===== config.mk =====
export PLATFORM = sky130hd
export DESIGN_NAME = rom_loader_flat
export DESIGN_NICKNAME = d
export VERILOG_FILES = /design/src/rtl/rom_loader_pkg.sv /design/src/rtl/rom_loader_if.sv /design/src/rtl/rom_loader_word_assembler.sv /design/src/rtl/rom_loader.sv /design/src/flat_wrapper.sv
export SDC_FILE = /design/constraint.sdc
export NUM_CORES = 1
export LEC_CHECK = 0
export BUFFER_PORTS_ARGS = -buffer_cell sky130_fd_sc_hd__buf_2
export CAP_MARGIN = 25
export CELL_PAD_IN_SITES_DETAIL_PLACEMENT = 0
export CELL_PAD_IN_SITES_GLOBAL_PLACEMENT = 2
export CORE_ASPECT_RATIO = 0.5
export CORE_MARGIN = 1.5
export CORE_UTILIZATION = 35
export CTS_CLUSTER_SIZE = 30
export DETAILED_ROUTE_END_ITERATION = 16
export GPL_TIMING_DRIVEN = 0
export PLACE_DENSITY_LB_ADDON = 0.1
export SETUP_SLACK_MARGIN = 0.3
export SYNTH_ARGS = -nofsm -noshare
export SYNTH_HDL_FRONTEND = slang
export SYNTH_SLANG_ARGS = --single-unit

===== constraint.sdc =====
create_clock -name CLK -period 2.3 [get_ports CLK]
set_input_delay 0.46 -clock CLK [delete_from_list [all_inputs] [get_ports CLK]]
set_output_delay 0.46 -clock CLK [all_outputs]
set_load 0.02 [all_outputs]

===== src/rtl/rom_loader_pkg.sv =====
// Shared definitions for the instruction-memory program loader.
// Holds the FSM state encoding, byte-lane constants and the header length check.
package rom_loader_pkg;

  typedef enum logic [2:0] {
    ST_IDLE   = 3'd0,
    ST_LEN_LO = 3'd1,
    ST_LEN_HI = 3'd2,
    ST_DATA   = 3'd3,
    ST_WRITE  = 3'd4,
    ST_ERROR  = 3'd5
  } state_t;

  localparam int unsigned BYTE_LANES   = 4;
  localparam int unsigned HEADER_BYTES = 2;
  localparam int unsigned LANE_IDX_W   = $clog2(BYTE_LANES);

  // A load must be non-empty and fit the memory; 32-bit math keeps 2^ADDR_WIDTH exact.
  function automatic logic length_valid(input logic [15:0] len, input int unsigned addr_width);
    return (len != 16'd0) && ({16'd0, len} <= (32'd1 << addr_width));
  endfunction

endpackage


===== src/rtl/rom_loader_if.sv =====
// Byte-stream handshake and instruction-memory write port bundles.
// Signal names match the original flat port list of rom_loader.
interface rom_loader_byte_if;
  logic [7:0] BYTE_IN;
  logic       BYTE_VALID;
  logic       BYTE_READY;

  modport master (output BYTE_IN, output BYTE_VALID, input  BYTE_READY);
  modport slave  (input  BYTE_IN, input  BYTE_VALID, output BYTE_READY);
endinterface

interface rom_loader_mem_if #(parameter int unsigned ADDR_WIDTH = 10);
  logic                  WRITE_ENABLE;
  logic [ADDR_WIDTH-1:0] ADDRESS;
  logic [31:0]           DATA_OUT;

  modport master (output WRITE_ENABLE, output ADDRESS, output DATA_OUT);
  modport slave  (input  WRITE_ENABLE, input  ADDRESS, input  DATA_OUT);
endinterface


===== src/rtl/rom_loader_word_assembler.sv =====
// Little-endian word assembly: a lane index plus a 32-bit register filled one byte per shift.
// word_next already contains the incoming byte so the caller can capture a full word on the 4th shift.
module loader_word_assembler
  import rom_loader_pkg::*;
(
  input  logic        clk,
  input  logic        rst,
  input  logic        clear,
  input  logic        shift_in,
  input  logic [7:0]  byte_in,
  output logic [31:0] word_next,
  output logic        full
);

  logic [LANE_IDX_W-1:0] idx_q;
  logic [31:0]           word_q;

  always_comb begin
    word_next = word_q;
    word_next[idx_q*8 +: 8] = byte_in;
  end

  assign full = (idx_q == LANE_IDX_W'(BYTE_LANES - 1));

  always_ff @(posedge clk) begin
    if (rst || clear) begin
      idx_q  <= '0;
      word_q <= '0;
    end else if (shift_in) begin
      idx_q  <= idx_q + 1'b1;
      word_q <= word_next;
    end
  end

endmodule


===== src/rtl/rom_loader.sv =====
// Program loader: length-prefixed byte stream in, one instruction-memory write per 32-bit word out.
// BUSY covers the whole load so the core can be held in reset meanwhile.
module rom_loader
  import rom_loader_pkg::*;
#(
  parameter int unsigned ADDR_WIDTH = 10
) (
  input  logic              CLK,
  input  logic              RESET,
  input  logic              START,
  rom_loader_byte_if.slave  byte_bus,
  rom_loader_mem_if.master  mem_bus,
  output logic              BUSY,
  output logic              DONE,
  output logic              ERROR
);

  localparam int unsigned CNT_W = ADDR_WIDTH + 1;

  state_t                state_q, state_d;
  logic [7:0]            len_lo_q;
  logic [CNT_W-1:0]      last_addr_q;
  logic [CNT_W-1:0]      word_addr_q;
  logic [ADDR_WIDTH-1:0] address_q;
  logic [31:0]           data_q;
  logic                  done_q;

  logic        byte_ready, xfer;
  logic [15:0] hdr_len;
  logic        hdr_ok, is_last;
  logic        start_load, len_lo_load, len_hi_load;
  logic        asm_shift, word_capture, addr_incr, done_set;
  logic [31:0] asm_word;
  logic        asm_full;

  loader_word_assembler u_asm (
    .clk       (CLK),
    .rst       (RESET),
    .clear     (start_load),
    .shift_in  (asm_shift),
    .byte_in   (byte_bus.BYTE_IN),
    .word_next (asm_word),
    .full      (asm_full)
  );

  assign byte_ready = (state_q == ST_LEN_LO) || (state_q == ST_LEN_HI) || (state_q == ST_DATA);
  assign xfer       = byte_ready && byte_bus.BYTE_VALID;
  assign hdr_len    = {byte_bus.BYTE_IN, len_lo_q};
  assign hdr_ok     = length_valid(hdr_len, ADDR_WIDTH);
  assign is_last    = (word_addr_q == last_addr_q);

  always_comb begin
    state_d      = state_q;
    start_load   = 1'b0;
    len_lo_load  = 1'b0;
    len_hi_load  = 1'b0;
    asm_shift    = 1'b0;
    word_capture = 1'b0;
    addr_incr    = 1'b0;
    done_set     = 1'b0;
    case (state_q)
      ST_IDLE, ST_ERROR: begin
        if (START) begin
          start_load = 1'b1;
          state_d    = ST_LEN_LO;
        end
      end
      ST_LEN_LO: begin
        if (xfer) begin
          len_lo_load = 1'b1;
          state_d     = ST_LEN_HI;
        end
      end
      ST_LEN_HI: begin
        if (xfer) begin
          len_hi_load = 1'b1;
          state_d     = hdr_ok ? ST_DATA : ST_ERROR;
        end
      end
      ST_DATA: begin
        if (xfer) begin
          asm_shift = 1'b1;
          if (asm_full) begin
            word_capture = 1'b1;
            state_d      = ST_WRITE;
          end
        end
      end
      ST_WRITE: begin
        if (is_last) begin
          done_set = 1'b1;
          state_d  = ST_IDLE;
        end else begin
          addr_incr = 1'b1;
          state_d   = ST_DATA;
        end
      end
      default: state_d = ST_IDLE;
    endcase
  end

  always_ff @(posedge CLK) begin
    if (RESET) begin
      state_q     <= ST_IDLE;
      len_lo_q    <= '0;
      last_addr_q <= '0;
      word_addr_q <= '0;
      address_q   <= '0;
      data_q      <= '0;
      done_q      <= 1'b0;
    end else begin
      state_q <= state_d;
      if (start_load)  done_q   <= 1'b0;
      if (done_set)    done_q   <= 1'b1;
      if (len_lo_load) len_lo_q <= byte_bus.BYTE_IN;
      if (len_hi_load) begin
        last_addr_q <= CNT_W'(hdr_len - 16'd1);
        word_addr_q <= '0;
      end
      // Write port registers load with the 4th byte so they are valid during WRITE and hold afterwards.
      if (word_capture) begin
        address_q <= word_addr_q[ADDR_WIDTH-1:0];
        data_q    <= asm_word;
      end
      if (addr_incr) word_addr_q <= word_addr_q + 1'b1;
    end
  end

  assign byte_bus.BYTE_READY = byte_ready;
  assign mem_bus.WRITE_ENABLE = (state_q == ST_WRITE);
  assign mem_bus.ADDRESS      = address_q;
  assign mem_bus.DATA_OUT     = data_q;
  assign BUSY  = byte_ready || (state_q == ST_WRITE);
  assign DONE  = done_q;
  assign ERROR = (state_q == ST_ERROR);

endmodule


===== src/flat_wrapper.sv =====
// flat-port wrapper written by rule: the top's interface ports become plain ports
module rom_loader_flat import rom_loader_pkg::*;
#(
  parameter int unsigned ADDR_WIDTH = 10
)
  (CLK, RESET, START, BUSY, DONE, ERROR, byte_bus_BYTE_IN, byte_bus_BYTE_VALID, byte_bus_BYTE_READY, mem_bus_WRITE_ENABLE, mem_bus_ADDRESS, mem_bus_DATA_OUT);
  rom_loader_byte_if byte_bus_i ();
  rom_loader_mem_if #(.ADDR_WIDTH(ADDR_WIDTH)) mem_bus_i ();
  input  logic CLK;
  input  logic RESET;
  input  logic START;
  output logic BUSY;
  output logic DONE;
  output logic ERROR;
  input wire logic [$bits(byte_bus_i.BYTE_IN)-1:0] byte_bus_BYTE_IN;
  input wire logic [$bits(byte_bus_i.BYTE_VALID)-1:0] byte_bus_BYTE_VALID;
  output wire logic [$bits(byte_bus_i.BYTE_READY)-1:0] byte_bus_BYTE_READY;
  output wire logic [$bits(mem_bus_i.WRITE_ENABLE)-1:0] mem_bus_WRITE_ENABLE;
  output wire logic [$bits(mem_bus_i.ADDRESS)-1:0] mem_bus_ADDRESS;
  output wire logic [$bits(mem_bus_i.DATA_OUT)-1:0] mem_bus_DATA_OUT;
  assign byte_bus_i.BYTE_IN = byte_bus_BYTE_IN;
  assign byte_bus_i.BYTE_VALID = byte_bus_BYTE_VALID;
  assign byte_bus_BYTE_READY = byte_bus_i.BYTE_READY;
  assign mem_bus_WRITE_ENABLE = mem_bus_i.WRITE_ENABLE;
  assign mem_bus_ADDRESS = mem_bus_i.ADDRESS;
  assign mem_bus_DATA_OUT = mem_bus_i.DATA_OUT;
  rom_loader #(.ADDR_WIDTH(ADDR_WIDTH)) u_core (.CLK(CLK), .RESET(RESET), .START(START), .byte_bus(byte_bus_i), .mem_bus(mem_bus_i), .BUSY(BUSY), .DONE(DONE), .ERROR(ERROR));
endmodule

==> results.json, run 1 <==
{
  "critical_path.top_delay_family": "simple AND/OR/NAND/NOR gates",
  "avgViaCountPerCell": 5.08,
  "ys_seq_elements": 110,
  "numCtsBuffers": 9,
  "pwr_density_cell_nw_per_um2": 750,
  "critPathMaxFanout": 10,
  "dr.pass1.iters": 4,
  "syn_nets": 604,
  "finalNonFillerCells": 848,
  "cts_tree": "done",
  "antenna_found_initial": 0,
  "core-area_um2": 13700,
  "mostFrequentLayoutCell": "dfxtp_1",
  "required_ps": 2570,
  "ys_seq_area_share_pct": 44.2,
  "clock.fmax_mhz": 530,
  "drt_iter0_drc": 201,
  "hold_viol_final": 0,
  "grt_pass1_wl_mm": 22.3,
  "synth_area_um2": 4980,
  "reg2regPathDepth": 7,
  "start_util_pct": 36.3,
  "insertedDiodeCount": 0,
  "antenna_left": 0,
  "root_buffer": "clkbuf_16",
  "overflow": 0,
  "fin_crit_sh_pct": 82.0,
  "synth_cells": 583,
  "num_io_pins": 59,
  "clock-sinks": 110,
  "clk_latency_ps": 360,
  "fp.dieW_um": 172,
  "areaGrowthSynthToFinish_pct": 18.9,
  "ir_drop_mv": 0.365,
  "drive_gt1_share_pct": 18.9,
  "yosysWarningCount": 0,
  "worst_slack_ps": 414,
  "finalSetupViolations": 0,
  "clk_pin_slew_ps": 80,
  "grt_setup_unrepaired": "true",
  "die_area_um2": 15000,
  "tns_ps": 0,
  "nets": 672,
  "path_class": "reg -> reg",
  "worstHoldPathCells": 3,
  "h-tree-depth": 3,
  "place_congestion": 0.780,
  "relSlewSlack_pct": 56.6,
  "hold_buffers": 0,
  "max_stage_delay_ps": 370,
  "place_inst": 830,
  "start_kind": "flop",
  "routed_wl_mm": 14.0,
  "grt_pass1_vias": 3957,
  "synthFlopType": "dfxtp_1",
  "avgSynthCellArea_um2": 8.55,
  "finClkSkew_ps": 11.7,
  "fin_crit_ps": 1890,
  "clk_path_buf_depth": 2,
  "path_cells": "buf_2 -> xor2_1 -> nor4_4 -> a31o_1 -> buf_4 -> or3_1 -> a211oi_2",
  "slowest_stage": "or3_1",
  "grt_max_degree": 21,
  "rows": 30,
  "grt_usage_pct": 19.5,
  "portBuffers": 55,
  "wl_per_cell_um": 16.5,
  "cp_num_buf_inv": 2,
  "async_flop_share_pct": 0,
  "pre_cts_ws_ps": -163,
  "maxCapViolCount": 0,
  "end_kind": "flop",
  "path_depth": 7,
  "finalMaxSlewViolations": 0,
  "hp-class": "in -> reg",
  "leakage_nw": 2.27,
  "synth-edff-count": 0,
  "fillers": 1426,
  "detailed_place_hpwl_mm": 9.72,
  "fp.dieH_um": 87.4,
  "vias": 4305,
  "critPathArrivalTime_ps": 2160,
  "yosysUniqueCellTypes": 51,
  "drc": 0,
  "outcome": "finished clean",
  "final_cell_mix": "dfxtp_1, nor2_1, a211oi_1",
  "worst_pin_slew_ps": 650
}
cell families after synthesis:
group / Yosys count / synth area share (%)
muxes: 6 / 1.21
xor gates and xnor gates: 21 / 3.69
DFF: 110 / 44.2
buffers and inverters: 56 / 5.68
and+or+nand+nor: 228 / 22.4
adders and majority gates: 9 / 2.26
AOI/OAI and AO/OA: 153 / 20.6
synthesized netlist by cell type, types with 3 or more instances:
| cell | count | area share, % |
|---|---|---|
| a21oi_1 | 50 | 5.0 |
| clkbuf_1 | 21 | 1.6 |
| nand2_1 | 31 | 2.3 |
| inv_1 | 10 | 0.75 |
| dfxtp_1 | 110 | 44 |
| or4_1 | 3 | 0.45 |
| o31ai_1 | 3 | 0.45 |
| nand4_1 | 3 | 0.38 |
| mux2i_1 | 6 | 1.2 |
| nand3_1 | 22 | 2.2 |
| xor2_1 | 15 | 2.6 |
| clkbuf_8 | 3 | 0.83 |
| ha_1 | 9 | 2.3 |
| buf_2 | 15 | 1.5 |
| or3_1 | 8 | 1.0 |
| xnor2_1 | 6 | 1.1 |
| and3_1 | 6 | 0.75 |
| buf_4 | 3 | 0.45 |
| a31oi_1 | 7 | 0.88 |
| nor2_1 | 98 | 7.4 |
| o21ai_0 | 5 | 0.50 |
| nor2b_1 | 36 | 4.5 |
| a211oi_1 | 72 | 11 |
| nor3_1 | 6 | 0.60 |
layout make-up:
| type | count | area, um2 | area share (%) |
|---|---|---|---|
| timing repair buffer | 58 | 302 | 5.09 |
| clock buffer | 10 | 229 | 3.86 |
| buffer | 44 | 270 | 4.56 |
| inverter | 11 | 41.3 | 0.697 |
| clock inverter | 6 | 62.6 | 1.06 |
| multi-input combinational | 417 | 2570 | 43.4 |
| tap | 192 | 240 | 4.05 |
| sequential | 110 | 2210 | 37.3 |
routing by layer:
metal	vias to the layer above	global-route usage, %	routed length, um
li1	2208	-	-
met4	0	4.03	100
met5	-	0	0
met3	7	3.95	346
met1	2033	26.4	7120
met2	57	32.4	6430
where the power goes:
part	total (mW)	internal, mW	switching, mW
Sequential	2.03	1.98	0.0553
Clock	1.56	0.769	0.788
Combinational	0.858	0.319	0.539
final timing paths:
| path | start | endpoint | slack [ps] |
|---|---|---|---|
| setup / recovery | u_core.word_addr_q[6] | u_core.word_addr_q[7] | 410 |
| setup reg to reg | u_core.word_addr_q[6] | u_core.word_addr_q[7] | 410 |
| hold reg to reg | u_core.mem_bus.ADDRESS[4] | u_core.mem_bus.ADDRESS[4] | 450 |
| hold / removal | RESET | u_core.state_q[2] | 450 |
worst reg2reg max path, delay by kind of cell, from the launching register on:
family | cells | cell delay [ps]
AO/OA/AOI/OAI | 2 | 440
XOR/XNOR | 1 | 270
buffers and inverters | 2 | 360
flip-flops | 1 | 310
AND/OR/NAND/NOR | 2 | 450
through the flow:
step	instance area, um2	total power, mW	util, %	hold WS (ps)
5_1_grt	5930	4.66	43.1	474
3_5_place_dp	5500	2.89	40.0	443
2_1_floorplan	4980	2.67	-	474
4_1_cts	5850	4.49	42.6	432
3_3_place_gp	5500	2.89	40.0	440
6_report	5930	4.45	43.1	447
flip-flops by register name, indices dropped and copies added, names as in the netlist:
name                     flops
u_core.u_asm.word_q         32
u_core.state_q               3
u_core.mem_bus.ADDRESS      10
u_core.DONE                  1
u_core.len_lo_q              8
u_core.u_asm.idx_q           2
u_core.word_addr_q          11
u_core.last_addr_q          11
u_core.mem_bus.DATA_OUT     32
timing repair:
action | in CTS | in global routing
setup buffers | 1 | 2
gates resized for setup | 12 | 31
setup endpoints to repair | 88 | 84
pin swaps | 1 | 3
No activity file was read; power rests on OpenSTA's default activity.
==> run 2, diff against run 1 <==
==> constraint.sdc (replaced) <==
create_clock -name CLK -period 1.75 [get_ports CLK]
set_input_delay 0.35 -clock CLK [delete_from_list [all_inputs] [get_ports CLK]]
set_output_delay 0.35 -clock CLK [all_outputs]
set_load 0.02 [all_outputs]
==> results.json, run 2 (synthesis gave the netlist of run 1 again) <==
{
  "hold_viol_final": 0,
  "start_kind": "flop",
  "detailed_place_hpwl_mm": 9.81,
  "final_cell_mix": "dfxtp_1, a211oi_2, buf_2",
  "drive_gt1_share_pct": 62.3,
  "dr.pass1.iters": 4,
  "place_inst": 830,
  "pre_cts_ws_ps": -297,
  "hp-class": "in -> reg",
  "maxCapViolCount": 0,
  "grt_usage_pct": 24.0,
  "numCtsBuffers": 9,
  "grt_setup_unrepaired": "true",
  "end_kind": "flop",
  "fp.dieH_um": 87.4,
  "clock.fmax_mhz": 561,
  "die_area_um2": 15000,
  "pwr_density_cell_nw_per_um2": 811,
  "critPathArrivalTime_ps": 2060,
  "root_buffer": "clkbuf_16",
  "finalSetupViolations": 22,
  "drt_iter0_drc": 268,
  "fp.dieW_um": 172,
  "cp_num_buf_inv": 2,
  "wl_per_cell_um": 19.4,
  "outcome": "complete, but fails checks",
  "ir_drop_mv": 0.537,
  "clock-sinks": 110,
  "avgViaCountPerCell": 5.24,
  "clk_latency_ps": 360,
  "nets": 779,
  "max_stage_delay_ps": 440,
  "antenna_found_initial": 0,
  "finalMaxSlewViolations": 0,
  "power_mw": 7.48,
  "path_cells": "xor2_2 -> nor4_4 -> a31o_1 -> buf_6 -> buf_4 -> or3_1 -> a31oi_1",
  "insertedDiodeCount": 0,
  "portBuffers": 55,
  "worst_slack_ps": -34.0,
  "tns_ps": -337,
  "fin_crit_sh_pct": 102,
  "finalNonFillerCells": 955,
  "path_class": "reg -> reg",
  "required_ps": 2030,
  "start_util_pct": 36.3,
  "antenna_left": 0,
  "slowest_stage": "dfxtp_2",
  "finClkSkew_ps": 8.57,
  "rows": 30,
  "grt_pass1_vias": 4860,
  "grt_max_degree": 20,
  "place_congestion": 0.806,
  "core-area_um2": 13700,
  "relSlewSlack_pct": 41.9,
  "fin_crit_ps": 1780,
  "worst_pin_slew_ps": 871,
  "num_io_pins": 59,
  "vias": 5007,
  "overflow": 0,
  "mostFrequentLayoutCell": "dfxtp_1",
  "violations": "setup timing",
  "critical_path.top_delay_family": "flip-flops",
  "drc": 0,
  "h-tree-depth": 3,
  "leakage_nw": 3.52,
  "critPathMaxFanout": 9,
  "areaGrowthSynthToFinish_pct": 85.1,
  "grt_pass1_wl_mm": 27.2,
  "routed_wl_mm": 18.6,
  "hold_ws_ps": 318,
  "clk_pin_slew_ps": 80,
  "clk_path_buf_depth": 2,
  "cts_tree": "done"
}
## run 2: changes by cell type in the layout (fill, tap and decap cells not counted), sizes merged
| cell | previous run | this run |
|---|---|---|
| a31oi | 7 | 8 |
| clkinvlp | 0 | 2 |
| inv | 15 | 12 |
| clkbuf | 36 | 31 |
| bufinv | 0 | 1 |
| buf | 74 | 185 |
## run 2: metrics by stage
step | utilization [%] | instance area (um2)
final | 67.1 | 9220
after global routing | 67.1 | 9220
after CTS | 60.1 | 8260
after detailed placement | 41.5 | 5700
after global placement | 41.5 | 5700
after floorplan | - | 5190
## run 2: power by group
| group | internal (mW) | switching [mW] |
|---|---|---|
| clock | 1.18 | 1.07 |
| combinational | 1.26 | 1.26 |
| sequential | 2.60 | 0.106 |
## run 2: worst min-delay path, stage by stage
cell,delay [ps]
clkbuf_8,130
or4_1,110
o22ai_1,50
## run 2: layout make-up
class | count | area [um2]
tap | 192 | 240
inverter | 11 | 70.1
sequential | 110 | 2250
clock buffer | 10 | 239
multi-input combinational | 418 | 4080
buffer | 45 | 642
clock inverter | 6 | 77.6
fill | 1061 | 4520
timing repair buffer | 163 | 1630
## run 2: final timing paths
kind                              from  depth (start not counted)                         to  slack (ps)
min reg2reg  u_core.mem_bus.ADDRESS[6]                          2  u_core.mem_bus.ADDRESS[6]         450
max reg2reg      u_core.word_addr_q[7]                          7      u_core.word_addr_q[4]         -30
max              u_core.word_addr_q[7]                          7      u_core.word_addr_q[4]         -30
min                              RESET                          3          u_core.state_q[2]         320
## run 2: timing repair
item / in CTS / in global routing
setup buffers: 66 / 24
resized for setup: 305 / 168
hold buffers: 0 / 0
gates cloned: 14 / 5
pin swaps: 92 / 90
endpoints found under the setup margin: 113 / 112
## run 2: per-layer routing
metal | routed length (um) | track usage [%] | up-vias
li1 | - | - | 2421
met5 | 0 | 0 | -
met1 | 8490 | 31.0 | 2471
met2 | 9190 | 42.0 | 89
met4 | 342 | 5.45 | 0
met3 | 542 | 4.23 | 26
==> run 3, diff against run 2 <==
--- a/config.mk
+++ b/config.mk
@@ -15,8 +15,10 @@
 export CTS_CLUSTER_SIZE = 30
 export DETAILED_ROUTE_END_ITERATION = 16
 export GPL_TIMING_DRIVEN = 0
+export MAX_ROUTING_LAYER = met4
 export PLACE_DENSITY_LB_ADDON = 0.1
 export SETUP_SLACK_MARGIN = 0.3
 export SYNTH_ARGS = -nofsm -noshare
 export SYNTH_HDL_FRONTEND = slang
+export SYNTH_HIERARCHICAL = 1
 export SYNTH_SLANG_ARGS = --single-unit
==> results.json, run 3 <==
{
  "reg2regPathDepth": 7,
  "avgSynthCellArea_um2": 8.28,
  "critPathMaxFanout": 8,
  "yosysTopAreaCellShare_pct": 43.2,
  "grt_pass1_wl_mm": 24.3,
  "max_stage_delay_ps": 400,
  "portBuffers": 58,
  "reg2reg_from": "u_core/state_q[0]",
  "grt_usage_pct": 20.9,
  "final_cell_mix": "dfxtp_1, nand2_1, nor2_1",
  "syn_nets": 637,
  "switching_share_pct": 28.4,
  "critPathArrivalTime_ps": 1970,
  "root_buffer": "clkbuf_16",
  "clk_pin_slew_ps": 80,
  "path_cells": "buf_6 -> nor3b_4 -> buf_12 -> and4_4 -> nand2_2 -> or4_1 -> a21oi_1",
  "hold_end": "u_core/len_lo_q[6]",
  "drt_iter0_drc": 218,
  "synthFlopType": "dfxtp_1",
  "clk_path_buf_depth": 2,
  "hold_ws_ps": 283,
  "drc": 0,
  "leakage_nw": 2.76,
  "clock-sinks": 110,
  "rows": 30,
  "synth_top_family_by_area": "simple AND/OR/NAND/NOR gates",
  "start_util_pct": 36.7,
  "combPwrFrac_pct": 20.8,
  "h-tree-depth": 3,
  "route.met3.wl_um": 374,
  "yosysMostFrequentCell": "nand2_1",
  "synth_area_um2": 5100,
  "relSlewSlack_pct": 56.4,
  "core-area_um2": 13900,
  "dr.pass1.iters": 6,
  "synth-simple-area-share_pct": 22.9,
  "cp_num_buf_inv": 2,
  "fp.dieH_um": 88.4,
  "antenna_left": 0,
  "synth_cells": 616,
  "ys_top_cells_by_count": "nand2_1, dfxtp_1, a21oi_1, nor2_1, clkbuf_1",
  "maxCapViolCount": 0,
  "finalMaxSlewViolations": 0,
  "overflow": 0,
  "min_from": "byte_bus_BYTE_IN[6]",
  "synth-edff-count": 0,
  "grt_setup_unrepaired": "true",
  "hp-class": "in -> reg",
  "clock.fmax_mhz": 591,
  "path_class": "reg -> reg",
  "fp.dieW_um": 174,
  "met2_length_mm": 7.42,
  "cts_tree": "done",
  "clk_latency_ps": 350,
  "routed_wl_mm": 15.6,
  "ys_seq_area_share_pct": 43.2,
  "worst_slack_ps": 58.9,
  "synth_mux_area_share_pct": 1.62,
  "pwr-share-clk_pct": 37.1,
  "drt-met1-wl_mm": 7.71,
  "nets": 755,
  "synthAdderAreaFrac_pct": 2.21,
  "hold_buffers": 0,
  "areaGrowthSynthToFinish_pct": 44.3,
  "place_congestion": 0.783,
  "wl_per_cell_um": 16.7,
  "end_kind": "flop",
  "num_io_pins": 59,
  "ir_drop_mv": 0.477,
  "p_sw_mw": 1.77,
  "power.internal_mw": 4.45,
  "synth.largest_area_cell": "dfxtp_1",
  "ff2ff_setup_slack_ps": 60,
  "worst_pin_slew_ps": 654,
  "highest-signal-layer": "met4",
  "grt_max_degree": 21,
  "r2r-end": "u_core/word_addr_q[10]",
  "die_area_um2": 15400,
  "antenna_found_initial": 0,
  "vias": 4764,
  "synthXorXnorAreaFrac_pct": 3.95,
  "fin_crit_ps": 1690,
  "finClkSkew_ps": 10.9,
  "yosysWarningCount": 6,
  "async_flop_share_pct": 0,
  "critical_path.top_delay_family": "simple AND/OR/NAND/NOR gates",
  "synth_compound_area_share_pct": 19.3,
  "slowest_stage": "or4_1",
  "yosysUniqueCellTypes": 57,
  "avgViaCountPerCell": 5.12,
  "required_ps": 2030,
  "pwr_density_cell_nw_per_um2": 844,
  "finalSetupViolations": 0,
  "start_kind": "flop",
  "worstHoldPathCells": 3,
  "synthTopCellsByArea": "dfxtp_1, nand2_1, a21oi_1, nor2_1, a32oi_1",
  "grt_pass1_vias": 4552,
  "outcome": "finished clean",
  "power_frac_seq_pct": 42.1,
  "hold_viol_final": 0,
  "detailed_place_hpwl_mm": 9.91,
  "fin_crit_sh_pct": 96.6,
  "insertedDiodeCount": 0,
  "drive_gt1_share_pct": 39.8,
  "numCtsBuffers": 9,
  "ys_seq_elements": 110,
  "pre_cts_ws_ps": -203
}
==> run 3: what timing repair did <==
action                     CTS  global route
setup endpoints to repair  114           114
resized for setup          120           115
buffers inserted            33             9
gates cloned                 6             1
pin swaps                   26            35
==> run 3: per-stage QoR <==
| step | TNS [ps] | total power [mW] | area (um2) | util (%) | instances |
|---|---|---|---|---|---|
| after floorplan | -29.3 | 3.25 | 5210 | - | 616 |
| after detailed placement | -6340 | 3.48 | 5740 | 41.3 | 866 |
| after global routing | -64.0 | 6.47 | 7360 | 53.0 | 931 |
| after CTS | 0 | 6.12 | 6820 | 49.1 | 921 |
| after global placement | -4980 | 3.48 | 5740 | 41.3 | 866 |
| final | 0 | 6.21 | 7360 | 53.0 | 931 |
==> run 3: area by class of cell <==
type / instances / area, um2
tap: 192 / 240
sequential: 110 / 2230
fill: 1381 / 6530
inverter: 20 / 82.6
buffer: 54 / 563
clock buffer: 9 / 225
clock inverter: 7 / 111
multi-input combinational: 432 / 3130
timing repair buffer: 107 / 779
==> run 3: kinds of logic (layout without fill, tap and decap cells) <==
family | count (synthesis) | in the layout
buffers and inverters | 74 | 197
xor gates and xnor gates | 23 | 23
muxes | 8 | 8
adders and majority gates | 9 | 9
AOI/OAI and AO/OA | 144 | 144
DFF | 110 | 110
and+or+nand+nor | 248 | 248
==> run 3: power by group through the flow <==
stage	combinational (mW)	clock [mW]	sequential (mW)
6_report	1.30	2.31	2.61
2_1_floorplan	0.600	0	2.65
3_3_place_gp	0.813	0	2.66
4_1_cts	1.14	2.38	2.61
5_1_grt	1.39	2.46	2.62
3_5_place_dp	0.814	0	2.66
==> run 3: tightest hold or removal path, stage by stage <==
cell and delay [ps]:
buf_2 100, mux2i_1 70, nor2_1 70
==> run 3: how the worst max path moves through the flow <==
| stage | startpoint | endpoint | slack [ps] | cells after the start |
|---|---|---|---|---|
| finish | u_core/state_q[0] | u_core/word_addr_q[10] | 60 | 7 |
| global route | u_core/state_q[0] | u_core/word_addr_q[10] | -20 | 7 |
| CTS | u_core/state_q[0] | BUSY | 70 | 5 |
| detailed placement | u_core/word_addr_q[7] | u_core/state_q[0] | -200 | 6 |
| global placement | u_core/word_addr_q[5] | u_core/state_q[0] | -200 | 7 |
| floorplan | u_core/state_q[0] | u_core/word_addr_q[10] | -30 | 6 |
==> run 3: metal layers <==
layer,vias up,track usage (%)
met2,43,35.2
met3,8,3.44
met1,2319,27.0
li1,2394,-
met4,0,3.92
met5,-,-
